--- config.mk ---
export PLATFORM = sky130hd
export DESIGN_NAME = multicycle_ctrl
export DESIGN_NICKNAME = d
export VERILOG_FILES = /design/src/rtl/multicycle_ctrl.sv
export SDC_FILE = /design/constraint.sdc
export NUM_CORES = 1
export LEC_CHECK = 0
export BUFFER_PORTS_ARGS = -buffer_cell sky130_fd_sc_hd__buf_2
export CAP_MARGIN = 10
export CORE_UTILIZATION = 50
export DETAILED_ROUTE_END_ITERATION = 8
export PLACE_DENSITY = 0.85
export SYNTH_ARGS = -nofsm -noshare
export SYNTH_HDL_FRONTEND = slang
export SYNTH_SLANG_ARGS = --single-unit
--- constraint.sdc ---
create_clock -name Clock -period 2.18 [get_ports Clock]
set_input_delay 0.436 -clock Clock [delete_from_list [all_inputs] [get_ports Clock]]
set_output_delay 0.436 -clock Clock [all_outputs]
set_load 0.05 [all_outputs]
--- src/rtl/multicycle_ctrl.sv ---
// Multicycle CPU control unit: FETCH/DECODE/EXEC/MEMACC/WBACK FSM with a
// sticky illegal-opcode trap and a wrapping retired-instruction counter.
module multicycle_ctrl #(
  parameter int OPW    = 4,
  parameter int ALUOPW = 2,
  parameter int CNTW   = 16
) (
  input  logic              Clock,
  input  logic              ResetN,
  input  logic [OPW-1:0]    OPCODE,
  input  logic              MemReady,
  input  logic              Zero,
  output logic              PCWrite,
  output logic              IRWrite,
  output logic              IorD,
  output logic              RegDst,
  output logic              Branch,
  output logic              MemRead,
  output logic              MemWrite,
  output logic              MemToReg,
  output logic              AluSrc,
  output logic              RegWrite,
  output logic [ALUOPW-1:0] AluOp,
  output logic              IllegalOp,
  output logic [2:0]        State,
  output logic [CNTW-1:0]   Retired
);

  typedef enum logic [2:0] {
    FETCH  = 3'd0,
    DECODE = 3'd1,
    EXEC   = 3'd2,
    MEMACC = 3'd3,
    WBACK  = 3'd4,
    TRAP   = 3'd5
  } stateT;

  localparam logic [OPW-1:0] OP_R    = OPW'(4'b0110);
  localparam logic [OPW-1:0] OP_LS   = OPW'(4'b0010);
  localparam logic [OPW-1:0] OP_SS   = OPW'(4'b0011);
  localparam logic [OPW-1:0] OP_BEQ  = OPW'(4'b0100);
  localparam logic [OPW-1:0] OP_ADDI = OPW'(4'b0001);

  stateT          state;
  stateT          nextState;
  logic [OPW-1:0] opReg;
  logic [1:0]     aluOpCls;
  logic           retire;
  logic           opLegal;

  // Full-width compare: any set bit above the 4-bit code makes the opcode illegal.
  assign opLegal = (OPCODE == OP_R) || (OPCODE == OP_LS) || (OPCODE == OP_SS) ||
                   (OPCODE == OP_BEQ) || (OPCODE == OP_ADDI);

  assign State = state;

  // NOTE: every signal driven here gets a default first, so no path can infer a latch.
  always_comb begin
    nextState = state;
    PCWrite   = 1'b0;
    IRWrite   = 1'b0;
    IorD      = 1'b0;
    RegDst    = 1'b0;
    Branch    = 1'b0;
    MemRead   = 1'b0;
    MemWrite  = 1'b0;
    MemToReg  = 1'b0;
    AluSrc    = 1'b0;
    RegWrite  = 1'b0;
    aluOpCls  = 2'b00;
    retire    = 1'b0;

    case (state)
      FETCH: begin
        MemRead = 1'b1;
        AluSrc  = 1'b1;
        if (MemReady) begin
          IRWrite   = 1'b1;
          PCWrite   = 1'b1;
          nextState = DECODE;
        end
      end

      DECODE: nextState = opLegal ? EXEC : TRAP;

      EXEC: begin
        case (opReg)
          OP_R: begin
            aluOpCls  = 2'b10;
            nextState = WBACK;
          end
          OP_ADDI: begin
            AluSrc    = 1'b1;
            nextState = WBACK;
          end
          OP_LS, OP_SS: begin
            AluSrc    = 1'b1;
            nextState = MEMACC;
          end
          OP_BEQ: begin
            aluOpCls  = 2'b01;
            Branch    = 1'b1;
            PCWrite   = Zero;
            retire    = 1'b1;
            nextState = FETCH;
          end
          default: nextState = TRAP;
        endcase
      end

      MEMACC: begin
        IorD     = 1'b1;
        AluSrc   = 1'b1;
        MemRead  = (opReg == OP_LS);
        MemWrite = (opReg == OP_SS);
        if (MemReady) begin
          retire    = (opReg == OP_SS);
          nextState = (opReg == OP_LS) ? WBACK : FETCH;
        end
      end

      WBACK: begin
        RegWrite  = 1'b1;
        RegDst    = (opReg == OP_R);
        MemToReg  = (opReg == OP_LS);
        retire    = 1'b1;
        nextState = FETCH;
      end

      TRAP: nextState = TRAP;

      default: nextState = FETCH;
    endcase

    AluOp      = '0;
    AluOp[1:0] = aluOpCls;
  end

  // NOTE: sequential state uses non-blocking assignments so all registers update together.
  always_ff @(posedge Clock or negedge ResetN) begin
    if (!ResetN) begin
      state     <= FETCH;
      opReg     <= '0;
      IllegalOp <= 1'b0;
      Retired   <= '0;
    end else begin
      state <= nextState;
      if (state == DECODE) begin
        opReg <= OPCODE;
        if (!opLegal) IllegalOp <= 1'b1;
      end
      if (retire) Retired <= Retired + 1'b1;
    end
  end

endmodule

Yosys cells after proc, flatten, opt, wreduce, memory -nomap -nowiden
Cells that the tools add are included.
W data, S select, Z words.

storage, ports and cells
  register bits after elaboration = 24
  bits of input ports = 8

cells by class
  bitwise gates (word level) = 1
  add/sub/neg operators = 1
  equal/unequal tests = 17
  reductions and logical operators = 11
  multiplexer cells = 24

operators with widths
  kind                     number
  $add A16 B1 Y16 const B  1
  $eq A4 B2 Y1 const B     4
  $eq A4 B3 Y1 const B     4
  $pmux W3 S5              1
  $mux W1                  12
  $mux W3                  4
  $pmux W3 S3              1
  $eq A4 B1 Y1 const B     2
  $eq A3 B2 Y1 const B     2
  $eq A3 B3 Y1 const B     2
  $pmux W1 S2              3
  $reduce_or A2 Y1         3
  $logic_or A1 B1 Y1       4
  $ne A2 B2 Y1 const B     2
  $pmux W2 S2              1
  $reduce_and A2 Y1        2
  $eq A3 B1 Y1 const B     1
  $logic_not A3 Y1         1
  $pmux W1 S3              1
  $reduce_or A3 Y1         1
  $mux W2                  1
  $not A1 Y1               1

Longest topological paths before layout
Gate-level depths: netlist of run 1.

  word-level depth = 7
  depth in mapped cells = 6
  gate-level depth less buffers = 5

Least setup slack after synthesis of run 1
Ideal clock, no wire load.

  kind = reg2out
  start point = reg state[1] (netlist: State[1])
  end point = out PCWrite
  path buffers = 0
  stages on the path, launching flop included = 4
  data arrival time = 3.297 ns
  setup slack = -1.553 ns
  path through = dfrtp_1 or3b_4 nor4_1 a21o_1

between the ends
  word-level cells in the longest chain between the ends = 2
  elaborated cells on any way between the ends = 3
  classes of those cells = eq/ne (1); mux (1); reduce/logical (1)

RTL lines
  element                                           RTL line  source
  start: declaration                                44        stateT state;
  start signal: assignment                          147       state <= nextState;
  $eq A3 B2 Y1 or $logic_not A3 Y1 (tied branches)  73        case (state)
  $pmux W1 S2 *                                     73
  end: declaration                                  13        output logic PCWrite,

Mark *: on every way between the ends. The rest lies on a longest branch, timed or not.

Final worst setup path of run 1
  start point = reg state[0] (netlist: State[0])
  end point = out PCWrite

The elaborated chain is that of the path after synthesis.

==> Implementation_results.wiki, run 1 <==
{| class="wikitable"
! Metric !! Value
|-
| Startpoint Class || flop
|-
| FF-to-FF End || Retired[1]
|-
| Setup Crit Path Kind || flop to output pin
|-
| Highest clock rate || 0.453 GHz
|-
| Clock transition at path regs || approximately 0.13 ns
|-
| Post-CTS Hold Fix Bufs || 0
|-
| Req. time, crit path || about 1.7 ns
|-
| Total Die Area || about 3000 um2
|-
| Sum of met2 wire segment lengths after detailed routing || 1690 um
|-
| Gate count of the mapped netlist || 132
|-
| Aggregate global routing overflow || 0
|-
| Leading post-synthesis cells by cell area || sky130_fd_sc_hd__dfrtp_1 43%, sky130_fd_sc_hd__xor2_1 5.0%, sky130_fd_sc_hd__mux2_2 4.8%
|-
| Met1 Wirelength || 1450 um
|-
| CTS tree || built
|-
| Core Footprint || 2570 um2
|-
| Reg-to-reg slack, setup || 0.03 ns
|-
| Number of levels in the clock H-tree || 1
|-
| Synth Net Count || 141
|-
| Final Hold Fails || 0
|-
| R2R Path Start || State[0]
|-
| Data arrival, critical path || roughly 1.8 ns
|-
| Pleak || 0.797 nW
|-
| Highest metal layer with signal wires || met4
|-
| Main synth FF type || sky130_fd_sc_hd__dfrtp_1
|-
| Detail Route Antenna Nets || 0
|-
| Starting density of the core || 0.544
|-
| Fin nets || 186
|-
| Post-synthesis average cell area || 10.6 um2
|-
| Layout area overhead || 29.8%
|-
| Clk Latency, worst-skew pair || just over 0.3 ns
|-
| Sequence of cells on the critical path || or3b_4 > nor4_4 > a21o_4 > buf_8
|-
| Antenna violations before repair || 0
|-
| Post-placement worst setup slack || ~0.095 ns
|-
| RD Place Congestion || 0.830
|-
| Synthesis Warnings || 0
|-
| Hold WC Path Type || input pin to async pin
|-
| Worst ir drop on vdd || a little over 0.3 mV
|-
| Wire length on met3 || 206 um
|-
| Average wire per standard cell || 16.3 um
|-
| Post-Route Setup TNS || -0.0785 ns
|-
| Share of synthesized flip-flops with an asynchronous set or reset || 1.00
|-
| Vias in the first global route || roughly 1200
|-
| Tcrit/Tclk final || 1.01
|-
| Routed via count || 1250
|-
| Distinct cells, synth || 44
|-
| Worst path depth || 4
|-
| Synthesis-stage register bit count || 24
|-
| Inserted Clock Buffers || 3
|-
| Final cell count without fillers || 206
|-
| Result of the run || finished, violations left
|-
| Number of inserted diodes || 0
|-
| DP Area || 1690 um2
|-
| Pwr Density || 369 nW/um2
|-
| Critical Path Slowest Stage Cell || sky130_fd_sc_hd__or3b_4
|-
| Setup violations, final || 3
|-
| Measured slew at the worst slew-check pin || 0.683 ns
|-
| Cells on worst reg2reg path || 4
|-
| Final design area excluding fillers || about 1800 um2
|-
| First-pass iteration count of the detailed router || 4
|-
| Final core occ || 0.706
|-
| Synth area leader || sky130_fd_sc_hd__dfrtp_1
|-
| Worst rel slew slack || 0.540
|-
| Combined area of all synthesized cells || approximately 1400 um2
|-
| Largest net degree at the start of global routing || 25
|-
| Count of maximum capacitance violations || 0
|-
| Site row count || 18
|-
| Area fraction of the dominant cell type after synthesis || 0.430
|-
| Maximum net fanout on the critical path || 5
|-
| Capture point of the worst path || PCWrite
|-
| Kind of end point of the critical path || output pin
|-
| Post-synth EDFFs || 0
|-
| Sequential share of the synthesized area || 0.430
|-
| DRC violation count after routing || 0
|-
| Cell family with most CP delay || simple AND/OR/NAND/NOR gates
|-
| Total clock sinks || 24
|-
| DRC violation total after the first TritonRoute iteration || 27
|-
| Post-DR vias/cell || a little over 6
|-
| Detailed-route wire length || about 3400 um
|-
| PortBufs || 39
|-
| Final critical path time including I/O delays and setup || 2.21 ns
|-
| Max Clock Skew || between 0.007 and 0.008 ns
|-
| Clock Tree Root || sky130_fd_sc_hd__clkbuf_4
|-
| Filler cells || 186
|-
| Max stage delay on crit path || 0.44 ns
|-
| Buffer depth of the longest clock path || 2
|-
| Violations in the final reports || negative setup slack
|-
| Fraction of final layout cells with drive strength greater than 1 || 0.455
|-
| IO Count || 40
|-
| Post-route worst setup slack || -0.0299 ns
|-
| Chip height || roughly 55 um
|-
| CP Buf/Inv Count || 1
|-
| Placed insts || 199
|-
| Final max-slew violation count || 0
|-
| Total half-perimeter wirelength after legalization and detailed placement || 2440 um
|-
| Unrepaired setup endpoints after global routing || yes
|-
| Critical path origin || State[0]
|-
| All-layer global routing usage || 0.243
|-
| Die X-Extent || ~55 um
|-
| Wire length of the first global-routing pass || 5260 um
|}
[cells in the final DEF (no fill, tap or decap), drive strengths merged, types with 4 or more instances in the layout]
cell     synthesis  final
a2111oi          4      4
a211oi           4      4
a21oi            4      4
buf              5     45
clkbuf           3      7
dfrtp           24     24
inv              4      4
mux2             7      7
nand2            5      5
nand2b           5      5
nor2             7      7
nor3             4      4
xnor2            7      7
xor2             8      8
[layer usage]
metal  up-vias  global-route usage
li1        575                   -
met5         -                   0
met1       619               0.310
met3         2              0.0500
met2        54               0.404
met4         0              0.0855
[per-stage QoR]
stage,power [mW],hold slack [ns]
after floorplan,0.459,0.140
after global placement,0.477,0.439
after detailed placement,0.479,0.439
after CTS,0.676,0.107
after global routing,0.696,0.130
final,0.670,0.0925
[cells by family after synthesis]
family                     after synthesis  synth area share
muxes                                    7            0.0564
xor gates and xnor gates                15            0.0941
and+or+nand+nor                         43             0.186
AOI/OAI and AO/OA                       30             0.186
adders and majority gates                1           0.00896
buffers and inverters                   12            0.0385
DFF                                     24             0.430
[final cells by class]
type / instances / area [um2] / share of cell area
sequential: 24 / 606 / 0.334
timing repair buffer: 48 / 289 / 0.159
multi-input combinational: 96 / 840 / 0.463
tap: 30 / 37.5 / 0.0207
clock buffer: 4 / 26.3 / 0.0145
inverter: 4 / 15.0 / 0.00828
[worst min path at each step]
stage	from	slack, ns	end
after floorplan	ResetN	0.14	IllegalOp
after global placement	ResetN	0.44	Retired[14]
after detailed placement	IllegalOp	0.44	IllegalOp
after CTS	ResetN	0.11	State[1]
after global routing	ResetN	0.13	State[1]
final	ResetN	0.09	State[2]
[synth_stat cells (2+ instances only)]
| cell | count |
|---|---|
| sky130_fd_sc_hd__nor2_1 | 7 |
| sky130_fd_sc_hd__xnor2_1 | 7 |
| sky130_fd_sc_hd__inv_1 | 4 |
| sky130_fd_sc_hd__a21o_1 | 2 |
| sky130_fd_sc_hd__o211ai_1 | 2 |
| sky130_fd_sc_hd__or3b_2 | 2 |
| sky130_fd_sc_hd__nand3_1 | 3 |
| sky130_fd_sc_hd__dfrtp_1 | 24 |
| sky130_fd_sc_hd__o31ai_1 | 2 |
| sky130_fd_sc_hd__nor3_1 | 4 |
| sky130_fd_sc_hd__and4_1 | 3 |
| sky130_fd_sc_hd__o21ai_0 | 3 |
| sky130_fd_sc_hd__a211oi_1 | 4 |
| sky130_fd_sc_hd__xor2_1 | 8 |
| sky130_fd_sc_hd__mux2_2 | 6 |
| sky130_fd_sc_hd__nand2_1 | 5 |
| sky130_fd_sc_hd__nand2b_1 | 5 |
| sky130_fd_sc_hd__buf_2 | 4 |
| sky130_fd_sc_hd__nand4_1 | 3 |
| sky130_fd_sc_hd__a21oi_1 | 4 |
| sky130_fd_sc_hd__and3_1 | 3 |
| sky130_fd_sc_hd__clkbuf_1 | 3 |
| sky130_fd_sc_hd__a2111oi_2 | 3 |
[power breakdown]
part	leakage, nW	internal, mW	total (mW)	switching (mW)
Sequential	0.284	0.445	0.445	0
Combinational	0.498	0.00812	0.0247	0.0166
Clock	0.0150	0.0714	0.200	0.129
Total	0.797	0.525	0.670	0.145
[flip-flops by register name (all words and copies together) (netlist names)]
signal,cells
Retired,16
opReg,4
State,3
IllegalOp,1
[what timing repair did]
action,in CTS,in global routing
resized for setup,6,10
pin swaps,3,2
setup endpoints to repair,6,9
setup buffers,0,3
(Power assumes the default switching activity.)
==> run 2: changes to the inputs <==
CELL_PAD_IN_SITES_DETAIL_PLACEMENT = 1   (was default)
CELL_PAD_IN_SITES_GLOBAL_PLACEMENT = 1   (was default)
CORE_UTILIZATION = 39   (was 50)
PLACE_DENSITY = 0.87   (was 0.85)
==> Implementation_results.wiki, run 2 (synthesis gave the netlist of run 1 again) <==
{| class="wikitable"
! Metric !! Value
|-
| Result of the run || finished, violations left
|-
| Violations in the final reports || negative setup slack
|-
| Total half-perimeter wirelength after legalization and detailed placement || 2930 um
|-
| Tcrit/Tclk final || 1.05
|-
| DRC violation total after the first TritonRoute iteration || 90
|-
| Number of levels in the clock H-tree || 1
|-
| Final critical path time including I/O delays and setup || 2.28 ns
|-
| Final max-slew violation count || 0
|-
| Kind of end point of the critical path || output pin
|-
| Total clock sinks || 24
|-
| Site row count || 21
|-
| Core Footprint || 3390 um2
|-
| Unrepaired setup endpoints after global routing || yes
|-
| First-pass iteration count of the detailed router || 4
|-
| Total Die Area || 3820 um2
|-
| Buffer depth of the longest clock path || 2
|-
| Count of maximum capacitance violations || 0
|-
| DRC violation count after routing || 0
|-
| Filler cells || 361
|-
| Commonest non-fill, non-tap cell in the layout || sky130_fd_sc_hd__buf_2
|-
| Pwr Density || about 410 nW/um2
|-
| Layout area overhead || 40.1%
|-
| Commonest non-fill, non-tap cells in the layout || 30 x sky130_fd_sc_hd__buf_2, 20 x sky130_fd_sc_hd__dfrtp_1, 15 x sky130_fd_sc_hd__buf_4
|-
| Final Hold Fails || 0
|-
| Average wire per standard cell || 19.7 um
|-
| PortBufs || 39
|-
| Post-DR vias/cell || 5.75
|-
| Highest clock rate || 0.438 GHz
|-
| Clock Tree Root || sky130_fd_sc_hd__clkbuf_4
|-
| Aggregate global routing overflow || 0
|-
| Final Hold Slack || 0.0789 ns
|-
| Flop pwr share || 0.554
|-
| Clock transition at path regs || 0.14 ns
|-
| Chip height || 61.8 um
|-
| Data arrival, critical path || 1.85 ns
|-
| Detailed-route wire length || about 4500 um
|-
| Starting density of the core || 0.412
|-
| Clk Latency, worst-skew pair || 0.32 ns
|-
| Fraction of final layout cells with drive strength greater than 1 || 0.481
|-
| Fin nets || 191
|-
| Internal Pwr Total || 0.639 mW
|-
| Hold WC Path Type || input pin to async pin
|-
| IO Count || 40
|-
| Vias in the first global route || approximately 1300
|-
| Worst ir drop on vdd || 0.560 mV
|-
| All-layer global routing usage || 0.232
|-
| Maximum net fanout on the critical path || 3
|-
| Inserted Clock Buffers || 3
|-
| Setup Crit Path Kind || flop to output pin
|-
| Req. time, crit path || ~1.7 ns
|-
| Part of the power in the clock network || 0.414
|-
| Final core occ || 0.577
|-
| Worst rel slew slack || 0.621
|-
| Max reg flops || 16
|-
| Post-placement worst setup slack || 0.0531 ns
|-
| Post-route worst setup slack || -0.103 ns
|-
| Measured slew at the worst slew-check pin || 0.568 ns
|-
| Switching Share || 0.205
|-
| RD Place Congestion || ~0.9
|-
| Detail Route Antenna Nets || 0
|-
| Die X-Extent || approximately 60 um
|-
| Pleak || 0.860 nW
|-
| Wire length of the first global-routing pass || 6270 um
|-
| Power share of the combinational group || 0.032
|-
| Antenna violations before repair || 0
|-
| Number of inserted diodes || 0
|-
| Cells on worst reg2reg path || 5
|-
| Sw power || 0.165 mW
|-
| Startpoint Class || flop
|-
| Largest net degree at the start of global routing || 25
|-
| Setup violations, final || 4
|-
| Max Clock Skew || 0.00293 ns
|-
| Post-Route Setup TNS || -0.235 ns
|-
| Register with the most flip-flops || Retired
|-
| CTS tree || built
|-
| Routed via count || 1306
|}
-- run 2: path summary, 6_finish.rpt --
path | endpoint | startpoint | slack (ns)
worst min register to register | IllegalOp | IllegalOp | 0.47
worst min-delay path | Retired[7] | ResetN | 0.08
worst max-delay path | PCWrite | State[0] | -0.10
worst max register to register | Retired[13] | State[0] | 0.01
max in group asynchronous | opReg[2] | ResetN | 1.70
min in group Clock | opReg[1] | OPCODE[1] | 0.36
-- run 2: per-stage QoR --
stage | std cells | cell area, um2 | total power, mW
final | 227 | 1960 | 0.804
after global routing | 227 | 1960 | 0.842
after CTS | 222 | 1850 | 0.812
after detailed placement | 216 | 1720 | 0.479
after global placement | 216 | 1720 | 0.478
after floorplan | 132 | 1450 | 0.459
-- run 2: cell type report --
class                   count  area [um2]  share of cell area
multi-input cells          96         865               0.442
clock inverters             1        30.0              0.0153
inverters                   4        15.0             0.00767
clock buffers               3        22.5              0.0115
well taps                  46        57.6              0.0294
repair buffers             53         362               0.185
flip-flops and latches     24         606               0.309
-- run 2: power groups by stage --
stage	combinational, mW	sequential (mW)	clock, mW
finish	0.0257	0.445	0.333
global route	0.0295	0.445	0.367
CTS	0.0255	0.445	0.341
detailed placement	0.0257	0.454	0
global placement	0.0242	0.454	0
floorplan	0.00556	0.454	0
-- run 2: routing by layer --
metal  GRT usage  vias to the layer above  wire (um)  part of all wire
met5           0                        -          0                 0
met3      0.0311                       10        126             0.028
li1            -                      587          -                 -
met2       0.406                       35       2450              0.55
met4       0.105                        0         93             0.021
met1       0.284                      674       1820              0.41
-- run 2: timing repair --
action | in CTS | in global routing
setup buffers | 2 | 5
gates resized for setup | 13 | 15
hold buffers | 0 | 0
endpoints found under the setup margin | 7 | 13
pin swaps | 4 | 9
-- run 2: critical path, cell delays in order, from the launching register on --
cell,delay (ns)
sky130_fd_sc_hd__dfrtp_2,0.45
sky130_fd_sc_hd__or3b_4,0.44
sky130_fd_sc_hd__nor4_4,0.32
sky130_fd_sc_hd__a21o_4,0.18
sky130_fd_sc_hd__buf_8,0.13
==> run 3: changes to the inputs <==
CORE_UTILIZATION = 25   (was 39)
PLACE_DENSITY = 0.63   (was 0.87)
SLEW_MARGIN = 0   (was default)
==> Implementation_results.wiki, run 3 (synthesis gave the netlist of run 1 again) <==
{| class="wikitable"
! Metric !! Value
|-
| Result of the run || finished, violations left
|-
| Violations in the final reports || negative setup slack
|-
| Die X-Extent || 76.7 um
|-
| Number of inserted diodes || 0
|-
| Final design area excluding fillers || 1900 um2
|-
| Final Hold Fails || 0
|-
| Critical Path Slowest Stage Cell || sky130_fd_sc_hd__or3b_4
|-
| Detailed-route wire length || approximately 3900 um
|-
| Measured slew at the worst slew-check pin || ~0.63 ns
|-
| Routed via count || 1233
|-
| Sequence of cells on the critical path || or3b_4 > nor4_4 > buf_4 > buf_8
|-
| Pwr Density || 457 nW/um2
|-
| Clock Tree Root || sky130_fd_sc_hd__clkbuf_8
|-
| Kind of end point of the critical path || output pin
|-
| Cell family with most CP delay || simple AND/OR/NAND/NOR gates
|-
| Hold WC Path Type || input pin to async pin
|-
| Max Clock Skew || ~0.0018 ns
|-
| Layout area overhead || 36.3%
|-
| Part of the power in the clock network || 0.459
|-
| Site row count || 26
|-
| Startpoint Class || flop
|-
| Vias in the first global route || between 1000 and 1500
|-
| Commonest non-fill, non-tap cell in the layout || sky130_fd_sc_hd__buf_2
|-
| Maximum net fanout on the critical path || 4
|-
| Setup violations, final || 2
|-
| FF-to-FF End || Retired[14]
|-
| Final critical path time including I/O delays and setup || 2.21 ns
|-
| Post-Route Setup TNS || -0.0578 ns
|-
| Cells on worst reg2reg path || 5
|-
| Commonest non-fill, non-tap cells in the layout || 33 x sky130_fd_sc_hd__buf_2, 21 x sky130_fd_sc_hd__dfrtp_1, 14 x sky130_fd_sc_hd__buf_4
|-
| Core Footprint || 5240 um2
|-
| RD Place Congestion || 0.783
|-
| CTS tree || built
|-
| Setup Crit Path Kind || flop to output pin
|-
| Total Die Area || between 5000 and 6000 um2
|-
| Aggregate global routing overflow || 0
|-
| Antenna violations before repair || 0
|-
| Post-route worst setup slack || -0.0307 ns
|-
| DRC violation count after routing || 0
|-
| Data arrival, critical path || roughly 1.8 ns
|-
| Switching Share || 0.196
|-
| Req. time, crit path || 1.74 ns
|-
| Pleak || just over 0.8 nW
|-
| Wire length of the first global-routing pass || 6780 um
|-
| IO Count || 40
|-
| Total clock sinks || 24
|-
| Clock transition at path regs || 0.09 ns
|-
| Post-placement worst setup slack || about 0.021 ns
|-
| Unrepaired setup endpoints after global routing || yes
|-
| Number of levels in the clock H-tree || 1
|-
| Fraction of final layout cells with drive strength greater than 1 || 0.452
|-
| R2R Path Start || State[0]
|-
| All-layer global routing usage || 0.147
|-
| Average wire per standard cell || 15.9 um
|-
| Register with the most flip-flops || Retired
|-
| Detail Route Antenna Nets || 0
|-
| Max stage delay on crit path || 0.43 ns
|-
| Total power consumption of the routed design || 0.869 mW
|-
| Final max-slew violation count || 0
|-
| Starting density of the core || 0.267
|-
| DP Area || 1750 um2
|-
| First-pass iteration count of the detailed router || 4
|-
| Max reg flops || 16
|-
| Worst ir drop on vdd || between 0.2 and 0.25 mV
|-
| Post-DR vias/cell || 4.99
|-
| Power share of the combinational group || 0.030
|-
| Inserted Clock Buffers || 3
|-
| Largest net degree at the start of global routing || 25
|-
| Tcrit/Tclk final || 1.01
|-
| Sw power || between 0.15 and 0.2 mW
|-
| Buffer depth of the longest clock path || 2
|-
| Total half-perimeter wirelength after legalization and detailed placement || 3000 um
|-
| Flop pwr share || 0.512
|-
| Highest clock rate || 0.452 GHz
|-
| Worst rel slew slack || 0.572
|-
| Count of maximum capacitance violations || 0
|-
| Reg-to-reg slack, setup || 0.06 ns
|-
| Internal Pwr Total || 0.699 mW
|-
| DRC violation total after the first TritonRoute iteration || 20
|-
| Post-CTS Hold Fix Bufs || 0
|-
| Chip height || 76.7 um
|-
| CP Buf/Inv Count || 2
|-
| Fin nets || 187
|-
| PortBufs || 39
|-
| Clk Latency, worst-skew pair || between 0.2 and 0.3 ns
|}
==> run 3: cell types whose count changed in the layout (fill, tap and decap cells not counted), sizes merged <==
cell	change
buf	-3
clkbuf	-1
==> run 3: power by group through the flow <==
stage               combinational (mW)  sequential, mW  clock, mW
floorplan                      0.00556           0.454          0
CTS                             0.0266           0.445      0.414
detailed placement              0.0266           0.454          0
global placement                0.0256           0.454          0
finish                          0.0257           0.445      0.399
global route                    0.0296           0.445      0.431
==> run 3: per-layer routing <==
metal | wire, um | track usage
met5 | 0 | 0
met4 | 55 | 0.0519
met3 | 138 | 0.0167
met2 | 2050 | 0.248
met1 | 1690 | 0.191
==> run 3: stage by stage <==
stage,hold WS (ns),util,std cells
2_1_floorplan,0.140,-,132
3_3_place_gp,0.432,0.335,241
3_5_place_dp,0.443,0.335,241
4_1_cts,0.155,0.355,246
5_1_grt,0.178,0.363,247
6_report,0.138,0.363,247
==> run 3: worst max path at each step <==
stage | slack (ns) | endpoint | cells after the start | from
finish | -0.03 | AluOp[0] | 4 | State[0]
global route | -0.10 | PCWrite | 4 | State[0]
global placement | 0.14 | Retired[1] | 4 | State[2]
floorplan | -0.31 | PCWrite | 3 | State[2]
CTS | -0.05 | PCWrite | 4 | State[0]
detailed placement | 0.02 | Retired[1] | 4 | State[2]
==> run 3: timing repair <==
action	4_1_cts	5_1_grt
cloned	0	0
setup buffers	1	1
resized for setup	9	5
pin swaps	3	0
setup endpoints to repair	6	7
==> run 3: area by class of cell <==
| class | count | area (um2) |
|---|---|---|
| clock buffers | 3 | 41.3 |
| clock inverters | 1 | 30.0 |
| fillers | 611 | 3330 |
| inverters | 4 | 15.0 |
| multi-input cells | 96 | 825 |
| flip-flops and latches | 24 | 604 |
| well taps | 70 | 87.6 |
| repair buffers | 49 | 300 |
